## src/rtl/traffic_pkg.sv

```systemverilog
`default_nettype none
// ============================================================================
// Module  : traffic_pkg
// Purpose : Lamp codes, phase encoding and shared helpers for the traffic
//           light controllers.
// Rev     : 1.0
// ============================================================================
package traffic_pkg;

   typedef logic [2:0] lamp_t;

   localparam lamp_t c_lamp_red    = 3'b100;
   localparam lamp_t c_lamp_yellow = 3'b010;
   localparam lamp_t c_lamp_green  = 3'b001;
   localparam lamp_t c_lamp_off    = 3'b000;

   typedef enum logic [1:0] {
      PH_GREEN  = 2'd0,
      PH_YELLOW = 2'd1,
      PH_ALLRED = 2'd2,
      PH_FLASH  = 2'd3
   } phase_t;

   // Phase lengths inherited from the fixed two-way controller
   localparam int c_def_green_cyc  = 6;
   localparam int c_def_yellow_cyc = 2;
   localparam int c_def_allred_cyc = 1;

   function automatic int max_int(input int a, input int b);
      return (a > b) ? a : b;
   endfunction

endpackage
`default_nettype wire

```

## src/rtl/traffic_phase_timer.sv

```systemverilog
`default_nettype none
// ============================================================================
// Module  : traffic_phase_timer
// Purpose : Loadable down-counter; done while the count sits at zero.
// Rev     : 1.0
// ============================================================================
module traffic_phase_timer #(
   parameter int               WIDTH     = 4,
   parameter logic [WIDTH-1:0] RESET_VAL = '0
) (
   input  logic             clk,
   input  logic             reset,
   input  logic             enable,
   input  logic             clear,
   input  logic [WIDTH-1:0] load_val,
   output logic             done
);

   logic [WIDTH-1:0] r_count;

   // clear reloads regardless of enable so forced transitions restart timing
   always_ff @(posedge clk or posedge reset) begin
      if (reset)
         r_count <= RESET_VAL;
      else if (clear)
         r_count <= load_val;
      else if (enable && (r_count != '0))
         r_count <= r_count - 1'b1;
   end

   assign done = (r_count == '0);

endmodule
`default_nettype wire

```

## src/rtl/traffic_ctrl_ndir.sv

```systemverilog
`default_nettype none
// ============================================================================
// Module  : traffic_ctrl_ndir
// Purpose : Round-robin N-approach light controller with walk extension,
//           hold and flashing-red failsafe.
// Rev     : 1.0
// ============================================================================
module traffic_ctrl_ndir
   import traffic_pkg::*;
#(
   parameter int NUM_DIR    = 2,
   parameter int GREEN_CYC  = c_def_green_cyc,
   parameter int YELLOW_CYC = c_def_yellow_cyc,
   parameter int ALLRED_CYC = c_def_allred_cyc,
   parameter int PED_EXT    = 4,
   parameter int FLASH_HALF = 4
) (
   input  logic                       clk,
   input  logic                       reset,
   input  logic                       enable,
   input  logic                       flash,
   input  logic [NUM_DIR-1:0]         ped_req,
   output logic [3*NUM_DIR-1:0]       light,
   output logic [NUM_DIR-1:0]         ped_walk,
   output logic [$clog2(NUM_DIR)-1:0] cur_dir,
   output logic [1:0]                 cur_phase
);

   localparam int c_dw     = $clog2(NUM_DIR);
   localparam int c_ar_len = max_int(ALLRED_CYC, 1);
   localparam int c_tw     = $clog2(max_int(max_int(GREEN_CYC + PED_EXT, YELLOW_CYC),
                                            max_int(ALLRED_CYC, 2 * FLASH_HALF)) + 1);

   // Timer load values are length-1: the phase ends on the edge that sees zero
   localparam logic [c_tw-1:0] c_ld_green     = c_tw'(GREEN_CYC - 1);
   localparam logic [c_tw-1:0] c_ld_green_ext = c_tw'(GREEN_CYC + PED_EXT - 1);
   localparam logic [c_tw-1:0] c_ld_yellow    = c_tw'(YELLOW_CYC - 1);
   localparam logic [c_tw-1:0] c_ld_allred    = c_tw'(c_ar_len - 1);
   localparam logic [c_tw-1:0] c_ld_flash     = c_tw'(FLASH_HALF - 1);

   phase_t             r_state;
   logic [c_dw-1:0]    r_dir;
   logic               r_walk;
   logic               r_flash_off;
   logic               r_from_flash;
   logic [NUM_DIR-1:0] r_pend;

   phase_t             w_state_n;
   logic [c_dw-1:0]    w_dir_n;
   logic [c_dw-1:0]    w_dir_inc;
   logic [c_dw-1:0]    w_green_dir;
   logic               w_walk_n;
   logic               w_off_n;
   logic               w_ff_n;
   logic               w_enter_green;
   logic               w_load;
   logic [c_tw-1:0]    w_load_val;
   logic               w_done;
   logic [NUM_DIR-1:0] w_pend_now;
   logic [NUM_DIR-1:0] w_serve_mask;

   assign w_pend_now = r_pend | ped_req;
   assign w_dir_inc  = (r_dir == c_dw'(NUM_DIR - 1)) ? '0 : r_dir + 1'b1;

   traffic_phase_timer #(
      .WIDTH     (c_tw),
      .RESET_VAL (c_ld_green)
   ) u_timer (
      .clk      (clk),
      .reset    (reset),
      .enable   (enable),
      .clear    (w_load),
      .load_val (w_load_val),
      .done     (w_done)
   );

   always_comb begin
      w_state_n     = r_state;
      w_dir_n       = r_dir;
      w_walk_n      = r_walk;
      w_off_n       = r_flash_off;
      w_ff_n        = r_from_flash;
      w_load        = 1'b0;
      w_load_val    = c_ld_green;
      w_enter_green = 1'b0;
      w_green_dir   = w_dir_inc;
      w_serve_mask  = '0;

      if (flash) begin
         if (r_state != PH_FLASH) begin
            w_state_n  = PH_FLASH;
            w_off_n    = 1'b0;
            w_walk_n   = 1'b0;
            w_load     = 1'b1;
            w_load_val = c_ld_flash;
         end else if (enable && w_done) begin
            w_off_n    = ~r_flash_off;
            w_load     = 1'b1;
            w_load_val = c_ld_flash;
         end
      end else if (enable) begin
         case (r_state)
            PH_GREEN: begin
               if (w_done) begin
                  w_state_n  = PH_YELLOW;
                  w_walk_n   = 1'b0;
                  w_load     = 1'b1;
                  w_load_val = c_ld_yellow;
               end
            end
            PH_YELLOW: begin
               if (w_done) begin
                  if (ALLRED_CYC == 0) begin
                     w_enter_green = 1'b1;
                  end else begin
                     w_state_n  = PH_ALLRED;
                     w_load     = 1'b1;
                     w_load_val = c_ld_allred;
                  end
               end
            end
            PH_ALLRED: begin
               if (w_done) begin
                  w_enter_green = 1'b1;
                  if (r_from_flash)
                     w_green_dir = '0;
                  w_ff_n = 1'b0;
               end
            end
            default: begin
               // Leaving failsafe: clearance then restart at approach 0
               w_state_n  = PH_ALLRED;
               w_ff_n     = 1'b1;
               w_walk_n   = 1'b0;
               w_load     = 1'b1;
               w_load_val = c_ld_allred;
            end
         endcase
      end

      if (w_enter_green) begin
         w_state_n                 = PH_GREEN;
         w_dir_n                   = w_green_dir;
         w_walk_n                  = w_pend_now[w_green_dir];
         w_serve_mask[w_green_dir] = w_walk_n;
         w_load                    = 1'b1;
         w_load_val                = w_walk_n ? c_ld_green_ext : c_ld_green;
      end
   end

   always_ff @(posedge clk or posedge reset) begin
      if (reset) begin
         r_state      <= PH_GREEN;
         r_dir        <= '0;
         r_walk       <= 1'b0;
         r_flash_off  <= 1'b0;
         r_from_flash <= 1'b0;
         r_pend       <= '0;
      end else begin
         r_state      <= w_state_n;
         r_dir        <= w_dir_n;
         r_walk       <= w_walk_n;
         r_flash_off  <= w_off_n;
         r_from_flash <= w_ff_n;
         r_pend       <= w_pend_now & ~w_serve_mask;
      end
   end

   generate
      for (genvar d = 0; d < NUM_DIR; d++) begin : g_lamp
         logic w_is_cur;
         assign w_is_cur = (r_dir == c_dw'(d));
         assign light[3*d +: 3] =
            (r_state == PH_FLASH)                 ? (r_flash_off ? c_lamp_off : c_lamp_red) :
            ((r_state == PH_ALLRED) || !w_is_cur) ? c_lamp_red :
            (r_state == PH_YELLOW)                ? c_lamp_yellow : c_lamp_green;
         assign ped_walk[d] = r_walk && (r_state == PH_GREEN) && w_is_cur;
      end
   endgenerate

   assign cur_dir   = r_dir;
   assign cur_phase = r_state;

endmodule
`default_nettype wire

```

## config.mk

```make
export PLATFORM = sky130hd
export DESIGN_NAME = traffic_ctrl_ndir
export DESIGN_NICKNAME = d
export VERILOG_FILES = /design/src/rtl/traffic_pkg.sv /design/src/rtl/traffic_phase_timer.sv /design/src/rtl/traffic_ctrl_ndir.sv
export SDC_FILE = /design/constraint.sdc
export NUM_CORES = 1
export LEC_CHECK = 0
export ABC_AREA = 1
export CORE_UTILIZATION = 35
export DETAILED_ROUTE_END_ITERATION = 8
export GPL_TIMING_DRIVEN = 0
export PLACE_DENSITY = 0.66
export SLEW_MARGIN = 20
export SYNTH_ARGS = -nofsm -noshare
export SYNTH_HDL_FRONTEND = slang
export SYNTH_SLANG_ARGS = --single-unit
```

## constraint.sdc

```tcl
create_clock -name clk -period 3.9 [get_ports clk]
set_clock_uncertainty 0.1 [all_clocks]
set_input_delay 0.585 -clock clk [delete_from_list [all_inputs] [get_ports clk]]
set_output_delay 0.585 -clock clk [all_outputs]
set_load 0.005 [all_outputs]
```

# [After elaboration in Yosys (flattened, before gate mapping)]
# Cells that the tools add are included.
# W data, S select, Z words.
[totals] word_cells=104 ff_bits=12 input_bits=6 output_inout_bits=11
[op_classes] n_bitwise=8 n_eq_ne=10 reduce_logical=21 mux=54 order_cmp=2 add_sub_neg=2
[op_table] cell="$mux W3" n=10
[op_table] cell="$mux W1" n=25
[op_table] cell="$mux W4" n=5
[op_table] cell="$mux W2" n=8
[op_table] cell="$pmux W3 S3" n=1
[op_table] cell="$ne A4 B4 Y1 const B" n=2
[op_table] cell="$reduce_and A4 Y1" n=2
[op_table] cell="$logic_and A1 B1 Y1" n=6
[op_table] cell="$ne A3 B1 Y1 const B" n=2
[op_table] cell="$pmux W1 S2" n=3
[op_table] cell="$pmux W2 S3" n=1
[op_table] cell="$reduce_and A5 Y1" n=1
[op_table] cell="$and A2 B2 Y2" n=2
[op_table] cell="$eq A2 B2 Y1 const B" n=2
[op_table] cell="$logic_not A4 Y1" n=1
[op_table] cell="$ne A2 B2 Y1 const B" n=2
[op_table] cell="$not A1 Y1" n=4
[op_table] cell="$reduce_bool A2 Y1" n=2
[op_table] cell="$reduce_bool A4 Y1" n=1
[op_table] cell="$reduce_or A2 Y1" n=2
[op_table] cell="$sub A4 B1 Y4 const B" n=1
[op_table] cell="$ne A3 B3 Y1 const B" n=1
[op_table] cell="$reduce_bool A3 Y1" n=1
[op_table] cell="$eq A2 B1 Y1 const B" n=1
[op_table] cell="10 further kinds" n=11

# [Longest topological paths before layout]
[logic_depth] depth_word=15 mapped_depth=11 mapped_depth_nobuf=11

# [By module]
# From an unflattened synthesis, not the netlist that was laid out.
[unflattened] cells_unflattened=148 area_unflattened_um2=973.4
[by_module_without_submodules] mod="traffic_ctrl_ndir" n_inst=1 area_each_um2=671.9 seq_area_each_um2=200.2 cells_each=101
[by_module_without_submodules] mod="traffic_phase_timer" n_inst=1 area_each_um2=301.5 seq_area_each_um2=102.6 cells_each=47

# [Worst setup path before layout]
# Ideal clock, no wire load.
[synth_path] path_type="reg2out" from="register r_state[0] (netlist: cur_phase[0])" to="output light[0]" required_time_ns=3.215 stages_incl_launch_ff=7 path_slack_ns=2.040 t_arrival_ns=1.175 path_buffers=1 cell_sequence="dfrtp_1 inv_1 ha_1 buf_2 nor2_1 inv_1 nor3_1"
[synth_between] elab_chain_cells=4 word_cells_on_any_way=7 cone_classes="eq/ne: 3; mux: 3; reduce/logical: 1"
[synth_rtl] element="from (decl)" line_no="traffic_ctrl_ndir.sv:41" rtl="phase_t r_state;"
[synth_rtl] element="from (signal assigned)" line_no="traffic_ctrl_ndir.sv:160" rtl="r_state <= w_state_n;"
[synth_rtl] element="$eq A2 B1 Y1 / $eq A2 B2 Y1 (equally long branches)" line_no="traffic_ctrl_ndir.sv:176, traffic_ctrl_ndir.sv:175"
[synth_rtl] element="$mux W2 / $logic_or A1 B1 Y1 (equally long branches)" line_no="traffic_ctrl_ndir.sv:176, traffic_ctrl_ndir.sv:175"
[synth_rtl] element="$mux W3" line_no="traffic_ctrl_ndir.sv:175" rtl="((r_state == PH_ALLRED) || !w_is_cur) ? c_lamp_red :"
[synth_rtl] element="$mux W3 (*)" line_no="traffic_ctrl_ndir.sv:174" rtl="(r_state == PH_FLASH) ? (r_flash_off ? c_lamp_off : c_lamp_red) :"
[synth_rtl] element="to (decl)" line_no="traffic_ctrl_ndir.sv:23" rtl="output logic [3*NUM_DIR-1:0] light,"
# Mark *: on every way between the ends. The rest lies on a longest branch, timed or not.

# [Worst setup path after layout]
[layout_path] from="register r_state[1] (netlist: cur_phase[1])" to="output light[5]"
[layout_between] elab_chain_cells=4 word_cells_on_any_way=5 cone_classes="eq/ne: 2; mux: 2; reduce/logical: 1"
[layout_rtl] element="$eq A2 B2 Y1" line_no="traffic_ctrl_ndir.sv:175"
[layout_rtl] element="$logic_or A1 B1 Y1" line_no="traffic_ctrl_ndir.sv:175"
[layout_rtl] element="$mux W3" line_no="traffic_ctrl_ndir.sv:175"
[layout_rtl] element="$mux W3 (*)" line_no="traffic_ctrl_ndir.sv:174"
# Marked as above.

==> results.py <==
metrics = {
    "sta": {
        "min_period_ps": 2742,
        "slew_headroom_pct": 69.21,
        "fin_ws_ps": 1158,
        "tns_ps": 0,
        "max_freq_mhz": 364.6,
        "hold_viol_final": 0,
        "fin_crit_sh_pct": 70.32,
        "holdWs_ps": 380.8,
        "slew_viol_final": 0,
        "setup_viol": 0,
        "grt_setup_unrepaired": "false",
        "worst_pin_slew_ps": 461.3,
    },
    "die": {
        "core_um2": 2545,
        "start_util_pct": 37.81,
        "die_h_um": 54.43,
        "die-width_um": 54.43,
        "io_pins": 17,
        "rows": 18,
        "die_area_um2": 2963,
    },
    "synthesis": {
        "async_flop_share_pct": 100.0,
        "syn-cell-area_um2": 962.2,
        "synth.distinct_cells": 27,
        "synth-xor-area-share_pct": 0.9103,
        "ys_ff_latch": 12,
        "synthCells": 140,
        "synth_compound_area_share_pct": 10.27,
        "synth_edf_count": 0,
        "yosysSeqAreaShare_pct": 31.47,
        "ys_warn_count": 0,
        "synth_area_per_cell_um2": 6.873,
        "synthMuxAreaShare_pct": 0,
        "synthSimpleGateAreaFrac_pct": 39.40,
        "yosysTopAreaCell": "dfrtp_1",
        "synthAdderAreaFrac_pct": 7.802,
        "netlist.area_leader.share_pct": 26.01,
        "synth_top_family_by_area": "simple AND/OR/NAND/NOR gates",
        "synthTopCellsByArea": "dfrtp_1 26%, nand2_1 14%, inv_1 8.2%",
        "synth_fp_nets": 152,
        "yosys_most_used_dff": "dfrtp_1",
    },
    "worst_setup_path": {
        "slowest_stage": "clkdlybuf4s50_1",
        "r2r_cells": 10,
        "r2r_slack_ps": 2030,
        "crit_chain": "ha_1 -> buf_2 -> inv_1 -> or2_2 -> o21ai_0 -> clkdlybuf4s50_1",
        "critPathLaunchType": "flop",
        "crit_type": "reg2out",
        "r2r-end": "u_timer.r_count[1]$_DFFE_PP0P_",
        "cp_max_fo": 9,
        "end_kind": "primary output",
        "slowest_delay_ps": 520,
        "cp_data_required_time_ps": 3210,
        "worstPathArrival_ps": 2060,
        "crit_buf_inv": 3,
        "r2r-start": "u_timer.r_count[0]$_DFFE_PP1P_",
        "crit_family": "buffers and inverters",
    },
    "cts": {
        "clock_path_buffers": 2,
        "cts_root_buf": "clkbuf_4",
        "cts_max_level": 1,
        "cts_resized": 0,
        "clk_pin_slew_worst_paths_ps": 70,
        "post_cts_buffers": 0,
        "clock-sinks": 12,
        "clock_latency_ps": 270,
        "cts_buffers": 3,
        "cts.hold.buffers_added": 0,
        "cts_tree": "built",
    },
    "worst_hold_path": {
        "hold_depth": 2,
        "min_path_type": "reg2reg",
        "min_from": "r_walk$_DFFE_PP0P_",
        "min_to": "r_walk$_DFFE_PP0P_",
    },
    "placed_design": {
        "numPortBuffers": 16,
        "routabilityCongestion": 0.9096,
        "dpl.hpwl_mm": 1.693,
        "dp.cells": 186,
        "pre_cts_ws_ps": 1453,
    },
    "layout": {
        "final_nets": 173,
        "layout_common_cells": "35 x nand2_1, 21 x inv_1, 16 x clkdlybuf4s50_1",
        "mostFrequentLayoutCell": "nand2_1",
        "drive_above_1_share_pct": 14.37,
        "fillers": 270,
        "areaGrowthSynthToFinish_pct": 24.32,
        "final_cells": 190,
        "n_antenna_cell": 0,
        "utilization_pct": 47.00,
    },
    "power": {
        "pwr-share-comb_pct": 61.1,
        "sw_frac_of_total_pct": 43.86,
        "ir_worst_vdd_mv": 0.3957,
        "seqPwrFrac_pct": 26.6,
        "p_leak_uw": 0.0005866,
        "p_per_area_nw_per_um2": 663.4,
        "power_switching_uw": 348.1,
        "internal_power_uw": 445.5,
        "clockPowerShare_pct": 12.2,
    },
    "run": {
        "max_cap_viol_count": 0,
    },
    "run_status": {
        "outcome": "completed",
    },
    "grt": {
        "grt_max_degree": 13,
        "track_usage_pct": 16.42,
        "grt_pass1_wl_mm": 3.463,
        "grt_pass1_vias": 858,
        "antenna_found_initial": 0,
        "grt.overflow.total": 0,
    },
    "route": {
        "ant_nets": 0,
        "firstDrtPassIters": 4,
        "routed_wl_mm": 2.092,
        "post_drt_via_cell_ratio": 5.042,
        "vias": 958,
        "drt_iter0_drc": 36,
        "drc": 0,
        "wl_per_cell_um": 11.01,
    },
}
## sequential cells by signal (all words and copies together), names as in the netlist
register	flops
u_timer.r_count	4
cur_phase	2
r_pend	2
cur_dir	1
r_flash_off	1
r_from_flash	1
r_walk	1
## power by group through the flow
stage               clock network, uW  logic, uW  registers (uW)
floorplan                           0        312             206
global placement                    0        473             211
detailed placement                  0        485             213
CTS                               102        487             211
global route                      106        557             218
finish                           97.0        485             211
## synthesized netlist by cell type (2+ instances only)
cell	instances
o21ai_1	2
buf_2	2
dfstp_2	2
nand3_1	10
dfrtp_1	10
ha_1	6
inv_1	21
a21oi_1	2
nor2_1	14
o21ai_0	9
nor3_1	7
nand2_2	4
nor2_2	2
nand2_1	35
nand4_1	2
## worst max-delay path by stage
stage,start,end,slack (ps),cells past startpoint
after floorplan,cur_phase[0]$_DFFE_PP0P_,light[0],2040,6
after global placement,cur_phase[1]$_DFFE_PP0P_,light[5],1470,6
after detailed placement,cur_phase[0]$_DFFE_PP0P_,light[0],1450,7
after CTS,cur_phase[1]$_DFFE_PP0P_,light[5],1140,6
after global routing,cur_phase[0]$_DFFE_PP0P_,light[4],1010,7
final,cur_phase[1]$_DFFE_PP0P_,light[5],1160,6
## layer usage
layer	up-vias	global-route usage, %	part of all wire, %
met5	-	0	0
met1	429	21.02	48
met3	6	1.667	5.4
li1	488	-	-
met4	0	7.265	1.6
met2	35	27.64	45
## through the flow
stage / total power [uW] / instance area (um2)
3_5_place_dp: 698.4 / 1160
6_report: 793.6 / 1196
3_3_place_gp: 684.0 / 1160
2_1_floorplan: 517.8 / 962.2
5_1_grt: 880.6 / 1196
4_1_cts: 800.3 / 1196
## worst min-delay path, stage by stage, from the launching register on
cell	delay, ps
dfrtp_1	350
nand2_1	60
nand2_1	50
## cells by family (layout without fill, tap and decap cells)
kind of cell / after synthesis / after routing
DFF: 12 / 12
buffers and inverters: 25 / 45
and+or+nand+nor: 79 / 79
xor gates and xnor gates: 1 / 1
AOI/OAI and AO/OA: 17 / 17
adders and majority gates: 6 / 6
## layout make-up
cell class | instances | area, um2 | area share, %
Clock buffer | 4 | 36.28 | 3.033
Sequential cell | 12 | 302.8 | 25.31
Buffer | 2 | 10.01 | 0.8368
Timing Repair Buffer | 16 | 160.2 | 13.39
Inverter | 23 | 87.58 | 7.322
Multi-Input combinational cell | 103 | 561.8 | 46.97
Tap cell | 30 | 37.54 | 3.138
(Power assumes the default switching activity.)
